### src/rtl/ram_stream_pkg.sv
// ram_stream_pkg: shared defaults, state encoding and counter sizing for the RAM stream reader
package ram_stream_pkg;
    localparam int ADDR_W_DEF = 10;
    localparam int DATA_W_DEF = 32;
    typedef enum logic [1:0] {IDLE, RUN, DONE} state_t;
    function automatic int cnt_w(input int addr_w);
        return addr_w + 1;
    endfunction
endpackage

### src/rtl/ram_rd_fifo.sv
// ram_rd_fifo: small synchronous FIFO holding read words together with their last flag
module ram_rd_fifo #(
    parameter int W     = 33,
    parameter int DEPTH = 2
) (
    input  logic                   clk,
    input  logic                   reset,
    input  logic                   wr_en,
    input  logic [W-1:0]           wr_data,
    input  logic                   rd_en,
    output logic [W-1:0]           head,
    output logic [$clog2(DEPTH):0] count,
    output logic                   empty,
    output logic                   full
);
    localparam int PW = $clog2(DEPTH);
    logic [W-1:0] mem [DEPTH];
    logic [PW-1:0] wr_ptr, rd_ptr;
    logic do_rd;
    assign do_rd = rd_en && !empty;
    assign empty = count == '0;
    assign full  = count == (PW+1)'(DEPTH);
    assign head  = mem[rd_ptr];
    // storage carries no reset; empty masks whatever stale words remain
    always_ff @(posedge clk) begin
        if (wr_en) mem[wr_ptr] <= wr_data;
    end
    // pointers wrap naturally because DEPTH is a power of two
    always_ff @(posedge clk) begin
        if (reset) begin
            wr_ptr <= '0;
            rd_ptr <= '0;
            count  <= '0;
        end else begin
            if (wr_en) wr_ptr <= wr_ptr + 1'b1;
            if (do_rd) rd_ptr <= rd_ptr + 1'b1;
            count <= count + (PW+1)'(wr_en) - (PW+1)'(do_rd);
        end
    end
endmodule

### src/rtl/ram_stream_reader.sv
// ram_stream_reader: reads a word range from on-chip RAM and streams it out with last marking
module ram_stream_reader
    import ram_stream_pkg::*;
#(
    parameter int ADDR_W     = ADDR_W_DEF,
    parameter int DATA_W     = DATA_W_DEF,
    parameter int FIFO_DEPTH = 2
) (
    input  logic              clk,
    input  logic              reset,
    input  logic              start,
    input  logic [ADDR_W-1:0] base_addr,
    input  logic [ADDR_W:0]   word_count,
    output logic              busy,
    output logic              done,
    output logic [ADDR_W-1:0] ram_address,
    output logic              ram_chipselect,
    output logic              ram_write,
    output logic [3:0]        ram_byteenable,
    input  logic [DATA_W-1:0] ram_readdata,
    output logic [DATA_W-1:0] out_data,
    output logic              out_valid,
    input  logic              out_ready,
    output logic              out_last
);
    localparam int CW = cnt_w(ADDR_W);
    localparam int FW = $clog2(FIFO_DEPTH) + 1;
    state_t state, state_n;
    logic [CW-1:0] total, issued;
    logic [ADDR_W-1:0] addr;
    logic inflight, inflight_last, zero_done, accept, issue, pop;
    logic [FW-1:0] fifo_count;
    logic [FW:0] credit;
    logic fifo_empty, fifo_full;
    logic [DATA_W:0] head;
    assign pop            = out_valid && out_ready;
    assign credit         = {1'b0, fifo_count} + (FW+1)'(inflight) - (FW+1)'(pop);
    assign ram_address    = addr;
    assign ram_chipselect = issue;
    assign ram_write      = 1'b0;
    assign ram_byteenable = 4'hF;
    assign busy           = state != IDLE;
    assign done           = state == DONE || zero_done;
    assign out_valid      = !fifo_empty;
    assign out_data       = out_valid ? head[DATA_W-1:0] : '0;
    assign out_last       = out_valid && head[DATA_W];
    // start acceptance, credit-gated read issue and transfer completion
    always_comb begin
        state_n = state;
        accept  = 1'b0;
        issue   = 1'b0;
        case (state)
            IDLE: begin
                accept  = start && word_count != '0;
                state_n = accept ? RUN : IDLE;
            end
            RUN: begin
                issue   = issued < total && credit < (FW+1)'(FIFO_DEPTH);
                state_n = pop && out_last ? DONE : RUN;
            end
            default: state_n = IDLE;
        endcase
    end
    // state register
    always_ff @(posedge clk) begin
        if (reset) state <= IDLE;
        else state <= state_n;
    end
    // address/issue counters and the one-deep read-latency tracker
    always_ff @(posedge clk) begin
        if (reset) begin
            total         <= '0;
            issued        <= '0;
            addr          <= '0;
            inflight      <= 1'b0;
            inflight_last <= 1'b0;
            zero_done     <= 1'b0;
        end else begin
            zero_done     <= state == IDLE && start && word_count == '0;
            inflight      <= issue;
            inflight_last <= issue && issued == total - CW'(1);
            if (accept) begin
                addr   <= base_addr;
                total  <= word_count;
                issued <= '0;
            end else if (issue) begin
                addr   <= addr + 1'b1;
                issued <= issued + 1'b1;
            end
        end
    end
    ram_rd_fifo #(
        .W     (DATA_W + 1),
        .DEPTH (FIFO_DEPTH)
    ) u_fifo (
        .clk     (clk),
        .reset   (reset),
        .wr_en   (inflight && !fifo_full),
        .wr_data ({inflight_last, ram_readdata}),
        .rd_en   (pop),
        .head    (head),
        .count   (fifo_count),
        .empty   (fifo_empty),
        .full    (fifo_full)
    );
endmodule

### config.mk
export PLATFORM = sky130hd
export DESIGN_NAME = ram_stream_reader
export DESIGN_NICKNAME = d
export VERILOG_FILES = /design/src/rtl/ram_stream_pkg.sv /design/src/rtl/ram_rd_fifo.sv /design/src/rtl/ram_stream_reader.sv
export SDC_FILE = /design/constraint.sdc
export NUM_CORES = 1
export LEC_CHECK = 0
export BUFFER_PORTS_ARGS = -buffer_cell sky130_fd_sc_hd__buf_2
export CORE_MARGIN = 3
export CORE_UTILIZATION = 50
export DETAILED_ROUTE_END_ITERATION = 8
export PLACE_DENSITY = 0.74
export SYNTH_ARGS = -nofsm -noshare
export SYNTH_HDL_FRONTEND = slang
export SYNTH_HIERARCHICAL = 1
export SYNTH_SLANG_ARGS = --single-unit
### constraint.sdc
create_clock -name clk -period 5.1 [get_ports clk]
set_input_delay 0.255 -clock clk [delete_from_list [all_inputs] [get_ports clk]]
set_output_delay 0.255 -clock clk [all_outputs]
set_load 0.05 [all_outputs]
==> metrics.yaml, run 1 <==
critical_path:
  arrival_ns: 3.49
  worst-path-max-fanout: 19
  end_kind: "output port"
  worstSetupPathType: "reg2out"
  required_ns: 4.85
  critPathLaunchType: "flop"
routing:
  drc: 0
  drtAntennaViolNets: 0
  vias: 3700
  first_pass_iters: 4
  wirelength_um: 10600
  routed_via_density: 5.31
  wl_per_cell_um: 15.2
  drt_iter0_markers: 186
finish:
  layout_common_cells: "buf_2, edfxtp_1, dfxtp_1"
  multi_input_area_um2: 2310
  final_nets: 631
  layout-drive-gt1-share_pct: 29.6
  fin_util_pct: 59.2
  n_antenna_cell: 0
  final_common_cell: "buf_2"
  layout.area.seq_um2: 2820
  syn_to_final_growth_pct: 15.0
  nFillCells: 930
floorplanning:
  io_pins: 109
  placementRows: 37
  dieHeight_um: 109
  start_util_pct: 51.4
  fp.dieW_um: 109
  dieArea_um2: 11900
  core_um2: 10400
pwr:
  power_per_cell_area_nw_per_um2: 315
  ir_drop_mv: 0.173
  total_leakage_power_nw: 2.47
  power_switching_mw: 0.636
  pwr-share-clk_pct: 27.4
  seqPwrFrac_pct: 51.9
  p_int_mw: 1.29
  p_comb_share_pct: 20.8
  swShare_pct: 32.9
logic_synthesis:
  synth_flop_cell: "edfxtp_1"
  synth_edf_count: 66
  synth_area_um2: 5340
  synth-seq-area-share_pct: 52.9
  synth.avg_cell_area_um2: 11.6
  syn-instance-count: 459
  yosysWarnings: 6
  synth-async-reset-ratio_pct: 0
  ys_ff_latch: 108
  ys_types: 59
grt:
  grt_pass1_vias: 3525
  grt_pass1_wl_um: 17000
  grt.overflow.total: 0
  grt_start_max_net_pins: 35
  grt_usage_pct: 18.0
  antenna_found_initial: 0
run:
  max-cap-violations: 0
timing:
  finalSetupTns_ns: 0
  min_period_over_period_pct: 73.5
  slew_viol_final: 0
  fin_hold_ws_ns: 0.0591
  rsz0062_at_grt: "no"
  hold_viol: 0
  setup_viol: 0
  finalCriticalPeriod_ns: 3.75
  post-route-worst-setup-slack_ns: 1.35
  tightest_slew_ns: 1.10
  fin_skew_ns: 0.0244
  max_freq_mhz: 267
  maxSlewHeadroom_pct: 26.7
clocking:
  clockBufferDepth: 2
  cts.sinks: 108
  root_buffer: "clkbuf_8"
  cts.clk_slew.worst_paths_ns: 0.12
  htreeDepth: 3
  cts_tree: "done"
  hold_buffers: 0
  numCtsBuffers: 9
  clk_latency_ns: 0.37
  cts_resized: 0
  cts_setup_buffers: 0
placed_design:
  routabilityCongestion: 0.843
  post-place-ws_ns: 1.87
  portBuffers: 103
  dp.final_hpwl_um: 7660
status:
  outcome: "finished, final reports clean"
hold_path:
  hold_class: "in2reg"
-- area by class of cell --
class / count / share of cell area, %
clock buffer: 9 / 2.02
multi-input combinational: 309 / 37.7
tap: 136 / 2.77
sequential: 108 / 46.0
clock inverter: 7 / 1.39
inverter: 22 / 1.35
timing repair buffer: 106 / 8.77
-- cell families after synthesis --
| family | synth area share (%) |
|---|---|
| fa+ha+maj | 4.36 |
| buf+inv | 4.15 |
| mux | 9.50 |
| simple gates | 16.7 |
| other cells | 0.141 |
| flops | 52.9 |
| xor+xnor | 3.87 |
| compound gates | 8.40 |
-- registers in the layout, summed over array words and instances (netlist names), named ones only --
name / count
u_fifo/mem: 66
issued: 11
total: 11
ram_address: 10
state: 2
u_fifo/count: 2
inflight: 1
inflight_last: 1
u_fifo/rd_ptr: 1
u_fifo/wr_ptr: 1
zero_done: 1
-- power by group through the flow --
| stage | clock [mW] | combinational [mW] | sequential, mW |
|---|---|---|---|
| after floorplan | 0 | 0.278 | 1.04 |
| after global placement | 0 | 0.394 | 1.02 |
| after detailed placement | 0 | 0.401 | 1.02 |
| after CTS | 0.542 | 0.404 | 1.00 |
| after global routing | 0.579 | 0.434 | 1.01 |
| final | 0.528 | 0.401 | 1.00 |
-- stage by stage --
step | total power, mW | instance area (µm²) | cells
after global placement | 1.41 | 5930 | 681
after CTS | 1.95 | 6140 | 697
after floorplan | 1.32 | 5350 | 462
after detailed placement | 1.42 | 5930 | 681
after global routing | 2.02 | 6140 | 697
final | 1.93 | 6140 | 697
-- worst max-delay path, stage by stage (launching register included) --
cell      delay (ns)
dfxtp_1         0.48
nor2_2          0.09
nor2b_1         0.24
ha_1            0.28
nand2b_1        0.15
fa_1            0.48
and4bb_1        0.21
o211ai_2        0.11
a211oi_4        0.32
nand2_4         0.20
inv_2           0.25
buf_2           0.31
-- layer usage --
metal	up-vias	wire, µm	track usage [%]
li1	1835	-	-
met1	1763	4570	22.4
met2	92	5350	31.6
met3	10	569	4.17
met4	0	130	4.99
met5	-	0	0
-- path summary, 6_finish.rpt --
check,slack (ns),end,from,cells after the start
max,1.35,ram_chipselect,u_fifo/count[1],11
max reg2reg,1.75,ram_address[4],u_fifo/count[1],12
min reg2reg,0.46,u_fifo/mem[1][32],inflight_last,0
min,0.06,u_fifo/mem[0][8],ram_readdata[8],1
-- synthesized netlist by cell type (all sizes together) (2+ instances only) --
master,number,area [µm²]
nor3b,2,20.0
o21ai,8,40.0
nand2b,2,12.5
o31ai,5,37.5
xor2,7,61.3
and2,4,25.0
a211oi,5,50.1
a21oi,22,110
mux2,35,507
nor2,27,104
conb,2,7.51
xnor2,14,123
edfxtp,66,1980
and4,2,17.5
and3,4,25.0
nand4,8,50.1
clkbuf,10,37.5
dfxtp,42,841
or4,6,45.0
nor3,11,55.1
inv,22,82.6
o21a,3,23.8
nand2,36,143
nor4,5,37.5
o21bai,3,22.5
o211ai,7,57.6
buf,13,101
nand3,11,55.1
nand3b,3,22.5
ha,17,213
nor2b,40,250
a21o,2,15.0
(Power assumes the default switching activity.)
==> run 2: changes to the inputs <==
==> constraint.sdc (replaced) <==
create_clock -name clk -period 3.9 [get_ports clk]
set_input_delay 0.195 -clock clk [delete_from_list [all_inputs] [get_ports clk]]
set_output_delay 0.195 -clock clk [all_outputs]
set_load 0.05 [all_outputs]
==> metrics.yaml, run 2 (synthesis results as in run 1) <==
routing:
  vias: 3854  # +4.2%
  drt_iter0_markers: 280  # +51%
  wl_per_cell_um: 15.6  # +2.5%
  wirelength_um: 11400  # +7.1%
  drc: 0  # unchanged
  routed_via_density: 5.29  # -0.27%
  first_pass_iters: 4  # unchanged
  drtAntennaViolNets: 0  # unchanged
critical_path:
  critPathLaunchType: "flop"
  cp.depth: 11  # unchanged
  required_ns: 3.70  # -1.15 ns
  timing.rr.end: "ram_address[4]"
  worst-path-buf-inv: 2  # unchanged
  arrival_ns: 3.37  # -0.12 ns
  worst-path-max-fanout: 19  # unchanged
  r2r-start: "u_fifo/count[0]"
  slowest_stage: "fa_1"
  crit_end: "ram_chipselect"
  end_kind: "output port"
  cp-startpoint: "u_fifo/count[0]"
  ff2ff_path_depth: 12  # unchanged
  ff2ff_setup_slack_ns: 0.64  # -1.11 ns
  max_stage_delay_ns: 0.47  # about the same
  cp_cell_sequence: "nor2_2, nor2b_1, ha_1, nand2b_1, fa_1, and4bb_1, o211ai_2, a211oi_4, nand2_4, inv_2, buf_2"
  worstSetupPathType: "reg2out"
  path_delay_family: "simple AND/OR/NAND/NOR gates"
finish:
  top_regs: "u_fifo/mem: 66 flops, issued: 11 flops, total: 11 flops"
  largest_reg_flops: 66  # unchanged
  layout-drive-gt1-share_pct: 28.2  # -1.4 points
  fin_util_pct: 62.2  # +3.0 points
  final_nets: 662  # +4.9%
  final_common_cell: "buf_2"
  layout_common_cells: "buf_2, edfxtp_1, dfxtp_1"
  n_antenna_cell: 0  # unchanged
  regMostFlops: "u_fifo/mem"
  stdcell_count: 728  # +4.4%
  final_cell_area_um2: 6450  # +5.1%
  nFillCells: 856  # -8.0%
  syn_to_final_growth_pct: 20.8
placed_design:
  post-place-cells: 681  # unchanged
  routabilityCongestion: 0.854  # +1.3%
  portBuffers: 103  # unchanged
  dp.final_hpwl_um: 7860  # +2.6%
  post-place-ws_ns: 0.589  # -1.28 ns
  placed_area_um2: 5930  # unchanged
grt:
  grt_pass1_wl_um: 18300  # +8.0%
  grt.overflow.total: 0  # unchanged
  grt_pass1_vias: 3814  # +8.2%
  grt_usage_pct: 19.7  # +1.6 points
  grt_start_max_net_pins: 35  # unchanged
  antenna_found_initial: 0  # unchanged
clocking:
  root_buffer: "clkbuf_8"
  cts_tree: "done"
  clockBufferDepth: 2  # unchanged
  cts.clk_slew.worst_paths_ns: 0.11  # about the same
  cts_setup_buffers: 0  # unchanged
  numCtsBuffers: 9  # unchanged
  clk_latency_ns: 0.38  # about the same
  htreeDepth: 3  # unchanged
  cts.sinks: 108  # unchanged
timing:
  finalSetupTns_ns: 0  # unchanged
  rsz0062_at_grt: "no"
  slew_viol_final: 0  # unchanged
  hold_viol: 0  # unchanged
  min_period_over_period_pct: 91.3
  max_freq_mhz: 281
  finalCriticalPeriod_ns: 3.56
  fin_skew_ns: 0.0174  # -0.00706 ns
  tightest_slew_ns: 1.11  # +0.00752 ns
  setup_viol: 0  # unchanged
  maxSlewHeadroom_pct: 26.2  # -0.50 points
  post-route-worst-setup-slack_ns: 0.340  # -1.01 ns
  fin_hold_ws_ns: 0.0206  # -0.0385 ns
floorplanning:
  start_util_pct: 51.4  # unchanged
  fp.dieW_um: 109  # unchanged
  io_pins: 109  # unchanged
  dieHeight_um: 109  # unchanged
  core_um2: 10400  # unchanged
  placementRows: 37  # unchanged
  dieArea_um2: 11900  # unchanged
pwr:
  total_leakage_power_nw: 2.61  # +5.5%
  ir_drop_mv: 0.223  # +29%
  power_per_cell_area_nw_per_um2: 396  # +26%
  finalPower_mw: 2.56  # +32%
run:
  max-cap-violations: 0  # unchanged
hold_path:
  hold_class: "in2reg"
status:
  outcome: "finished, final reports clean"
-- run 2: power by group --
part / switching, mW / total (mW) / internal (mW)
logic: 0.364 / 0.553 / 0.188
registers: 0.0448 / 1.31 / 1.26
clock network: 0.432 / 0.694 / 0.261
-- run 2: worst min path at each step --
stage	end	slack [ns]	startpoint	cells past startpoint
floorplan	u_fifo/count[0]	0.27	reset	1
global placement	u_fifo/mem[0][11]	0.38	ram_readdata[11]	1
detailed placement	u_fifo/mem[1][19]	0.39	ram_readdata[19]	1
CTS	u_fifo/mem[1][5]	0.001	ram_readdata[5]	1
global route	u_fifo/mem[1][5]	0.001	ram_readdata[5]	1
finish	u_fifo/mem[1][5]	0.02	ram_readdata[5]	1
-- run 2: what timing repair did --
action / in CTS / in global routing
hold buffers: 31 / 0
endpoints found under the setup margin: 0 / 1
gates resized for setup: 0 / 1
endpoints found under the hold margin: 61 / 0
-- run 2: area by class of cell --
type	count	area (µm²)	share of cell area, %
multi-input combinational	309	2310	35.9
tap	136	170	2.64
clock buffer	9	124	1.92
sequential	108	2830	43.8
clock inverter	7	83.8	1.30
inverter	22	82.6	1.28
timing repair buffer	137	848	13.2
-- run 2: routing by layer --
metal,wire length [µm],global-route usage [%],part of all wire (%)
met1,4710,23.3,41
met2,5890,35.5,52
met3,617,3.99,5.4
met4,146,6.77,1.3
met5,0,0,0
==> run 3: changes to the inputs <==
--- a/config.mk
+++ b/config.mk
@@ -7,9 +7,9 @@
 export LEC_CHECK = 0
 export BUFFER_PORTS_ARGS = -buffer_cell sky130_fd_sc_hd__buf_2
 export CORE_MARGIN = 3
-export CORE_UTILIZATION = 50
+export CORE_UTILIZATION = 55
 export DETAILED_ROUTE_END_ITERATION = 8
-export PLACE_DENSITY = 0.74
+export PLACE_DENSITY = 0.8
 export SYNTH_ARGS = -nofsm -noshare
 export SYNTH_HDL_FRONTEND = slang
 export SYNTH_HIERARCHICAL = 1
==> metrics.yaml, run 3 (synthesis results as in run 1) <==
status:
  outcome: "finished, final reports clean"
hold_path:
  hold_class: "in2reg"
pwr:
  p_comb_share_pct: 21.6  # about the same
  total_leakage_power_nw: 2.51  # -3.8%
  power_per_cell_area_nw_per_um2: 401  # +1.1%
  finalPower_mw: 2.49  # -2.6%
  swShare_pct: 32.3  # -0.63 points
  seqPwrFrac_pct: 52.6  # +1.4 points
  p_int_mw: 1.69  # -1.6%
  power_switching_mw: 0.804  # -4.4%
  ir_drop_mv: 0.238  # +6.5%
  pwr-share-clk_pct: 25.8  # -1.3 points
placed_design:
  portBuffers: 103  # unchanged
  dp.final_hpwl_um: 7870  # +0.11%
  placed_area_um2: 5920  # -0.15%
  routabilityCongestion: 0.882  # +3.2%
critical_path:
  worst-path-max-fanout: 19  # unchanged
  cp_cell_sequence: "nor2_2, nor2b_1, ha_1, nand2b_1, fa_1, and4bb_1, o211ai_2, a211oi_4, nand2_4, inv_2, buf_2"
  arrival_ns: 3.41  # +0.04 ns
  worstSetupPathType: "reg2out"
  ff2ff_setup_slack_ns: 0.61  # -0.03 ns
  worst-path-buf-inv: 2  # unchanged
  slowest_stage: "fa_1"
  path_delay_family: "simple AND/OR/NAND/NOR gates"
  max_stage_delay_ns: 0.48  # about the same
  end_kind: "output port"
  required_ns: 3.70  # about the same
  critPathLaunchType: "flop"
clocking:
  cts_tree: "done"
  cts.sinks: 108  # unchanged
  cts.clk_slew.worst_paths_ns: 0.11  # about the same
  numCtsBuffers: 9  # unchanged
  clockBufferDepth: 2  # unchanged
  cts_setup_buffers: 0  # unchanged
  root_buffer: "clkbuf_8"
  hold_buffers: 9  # -71%
  cts_resized: 0  # unchanged
  clk_latency_ns: 0.37  # about the same
  htreeDepth: 3  # unchanged
floorplanning:
  placementRows: 35  # -5.4%
  io_pins: 109  # unchanged
  fp.dieW_um: 104  # -4.4%
  core_um2: 9330  # -10%
  dieArea_um2: 10900  # -8.6%
  start_util_pct: 57.2  # +5.7 points
  dieHeight_um: 104  # -4.4%
timing:
  finalCriticalPeriod_ns: 3.61  # +0.0484 ns
  fin_skew_ns: 0.0136  # -0.00373 ns
  max_freq_mhz: 277  # -1.3%
  min_period_over_period_pct: 92.5  # +1.2 points
  setup_viol: 0  # unchanged
  finalSetupTns_ns: 0  # unchanged
  hold_viol: 0  # unchanged
  rsz0062_at_grt: "no"
  slew_viol_final: 0  # unchanged
  maxSlewHeadroom_pct: 30.1  # +3.9 points
  tightest_slew_ns: 1.05  # -0.0583 ns
finish:
  final_cell_area_um2: 6210  # -3.6%
  regMostFlops: "u_fifo/mem"
  final_common_cell: "buf_2"
  nFillCells: 696  # -19%
  n_antenna_cell: 0  # unchanged
  largest_reg_flops: 66  # unchanged
  final_nets: 642  # -3.0%
  syn_to_final_growth_pct: 16.4
  top_regs: "u_fifo/mem: 66 flops, issued: 11 flops, total: 11 flops"
  layout-drive-gt1-share_pct: 28.8  # +0.64 points
  layout_common_cells: "buf_2, edfxtp_1, dfxtp_1"
grt:
  grt_pass1_vias: 3846  # +0.84%
  grt.overflow.total: 0  # unchanged
  grt_pass1_wl_um: 17900  # -2.6%
  antenna_found_initial: 0  # unchanged
  grt_start_max_net_pins: 35  # unchanged
  grt_usage_pct: 20.1  # +0.46 points
routing:
  routed_via_density: 5.45  # +2.9%
  drc: 0  # unchanged
  drtAntennaViolNets: 0  # unchanged
  vias: 3818  # -0.93%
  first_pass_iters: 4  # unchanged
  wl_per_cell_um: 15.7  # +0.81%
  wirelength_um: 11000  # -2.9%
  drt_iter0_markers: 205  # -27%
run:
  max-cap-violations: 0  # unchanged
-- run 3: cell types whose count changed in the layout (fill, tap and decap cells not counted) --
cell           previous run  this run
inv_8                     3         2
inv_6                     2         1
clkinvlp_4                0         1
clkinv_4                  0         2
dfxtp_1                  40        41
clkinv_8                  2         0
dfxtp_2                   2         1
clkbuf_1                  0         1
dlygate4sd3_1            31        11
-- run 3: path summary, 6_finish.rpt --
kind,cells past startpoint,end,startpoint
min reg2reg,0,u_fifo/mem[0][32],inflight_last
max,11,ram_chipselect,u_fifo/count[1]
max reg2reg,12,ram_address[4],u_fifo/count[1]
min,1,u_fifo/mem[1][7],ram_readdata[7]
-- run 3: metal layers --
layer | wire length [µm] | up-vias | track usage (%) | part of all wire (%)
li1 | - | 1852 | - | -
met1 | 4770 | 1812 | 25.5 | 43
met2 | 5320 | 133 | 34.1 | 48
met3 | 713 | 21 | 3.66 | 6.5
met4 | 235 | 0 | 8.17 | 2.1
met5 | 0 | - | 0 | 0
-- run 3: cell type report --
cell class,instances,area [µm²],area share (%)
tap,129,161,2.60
inverter,22,82.6,1.33
clock inverter,6,56.3,0.906
clock buffer,10,128,2.05
sequential,108,2820,45.5
timing repair buffer,117,648,10.4
multi-input combinational,309,2310,37.2
-- run 3: metrics by stage --
| step | std cells | utilization (%) | setup slack [ns] | hold WS (ns) |
|---|---|---|---|---|
| final | 701 | 66.6 | 0.291 | 0.0129 |
| after global routing | 701 | 66.6 | 0.0822 | 0.00167 |
| after CTS | 699 | 66.4 | 0.286 | 0.0000847 |
| after detailed placement | 674 | 63.4 | 0.641 | 0.386 |
| after global placement | 674 | 63.4 | 0.763 | 0.384 |
| after floorplan | 462 | - | 0.753 | 0.267 |
-- run 3: worst reg2reg max path, delay by kind of cell, from the launching register on --
kind                     cells  cell delay, ns
AO/OA/AOI/OAI                3            0.73
adder cells (fa/ha/maj)      2            0.75
buffers and inverters        1            0.27
flip-flops                   1            0.47
AND/OR/NAND/NOR              6            1.00
-- run 3: power by group through the flow --
stage | Combinational (mW) | Clock (mW) | Sequential [mW]
floorplan | 0.364 | 0 | 1.36
global placement | 0.517 | 0 | 1.33
detailed placement | 0.529 | 0 | 1.33
CTS | 0.538 | 0.655 | 1.31
global route | 0.580 | 0.700 | 1.31
finish | 0.538 | 0.643 | 1.31
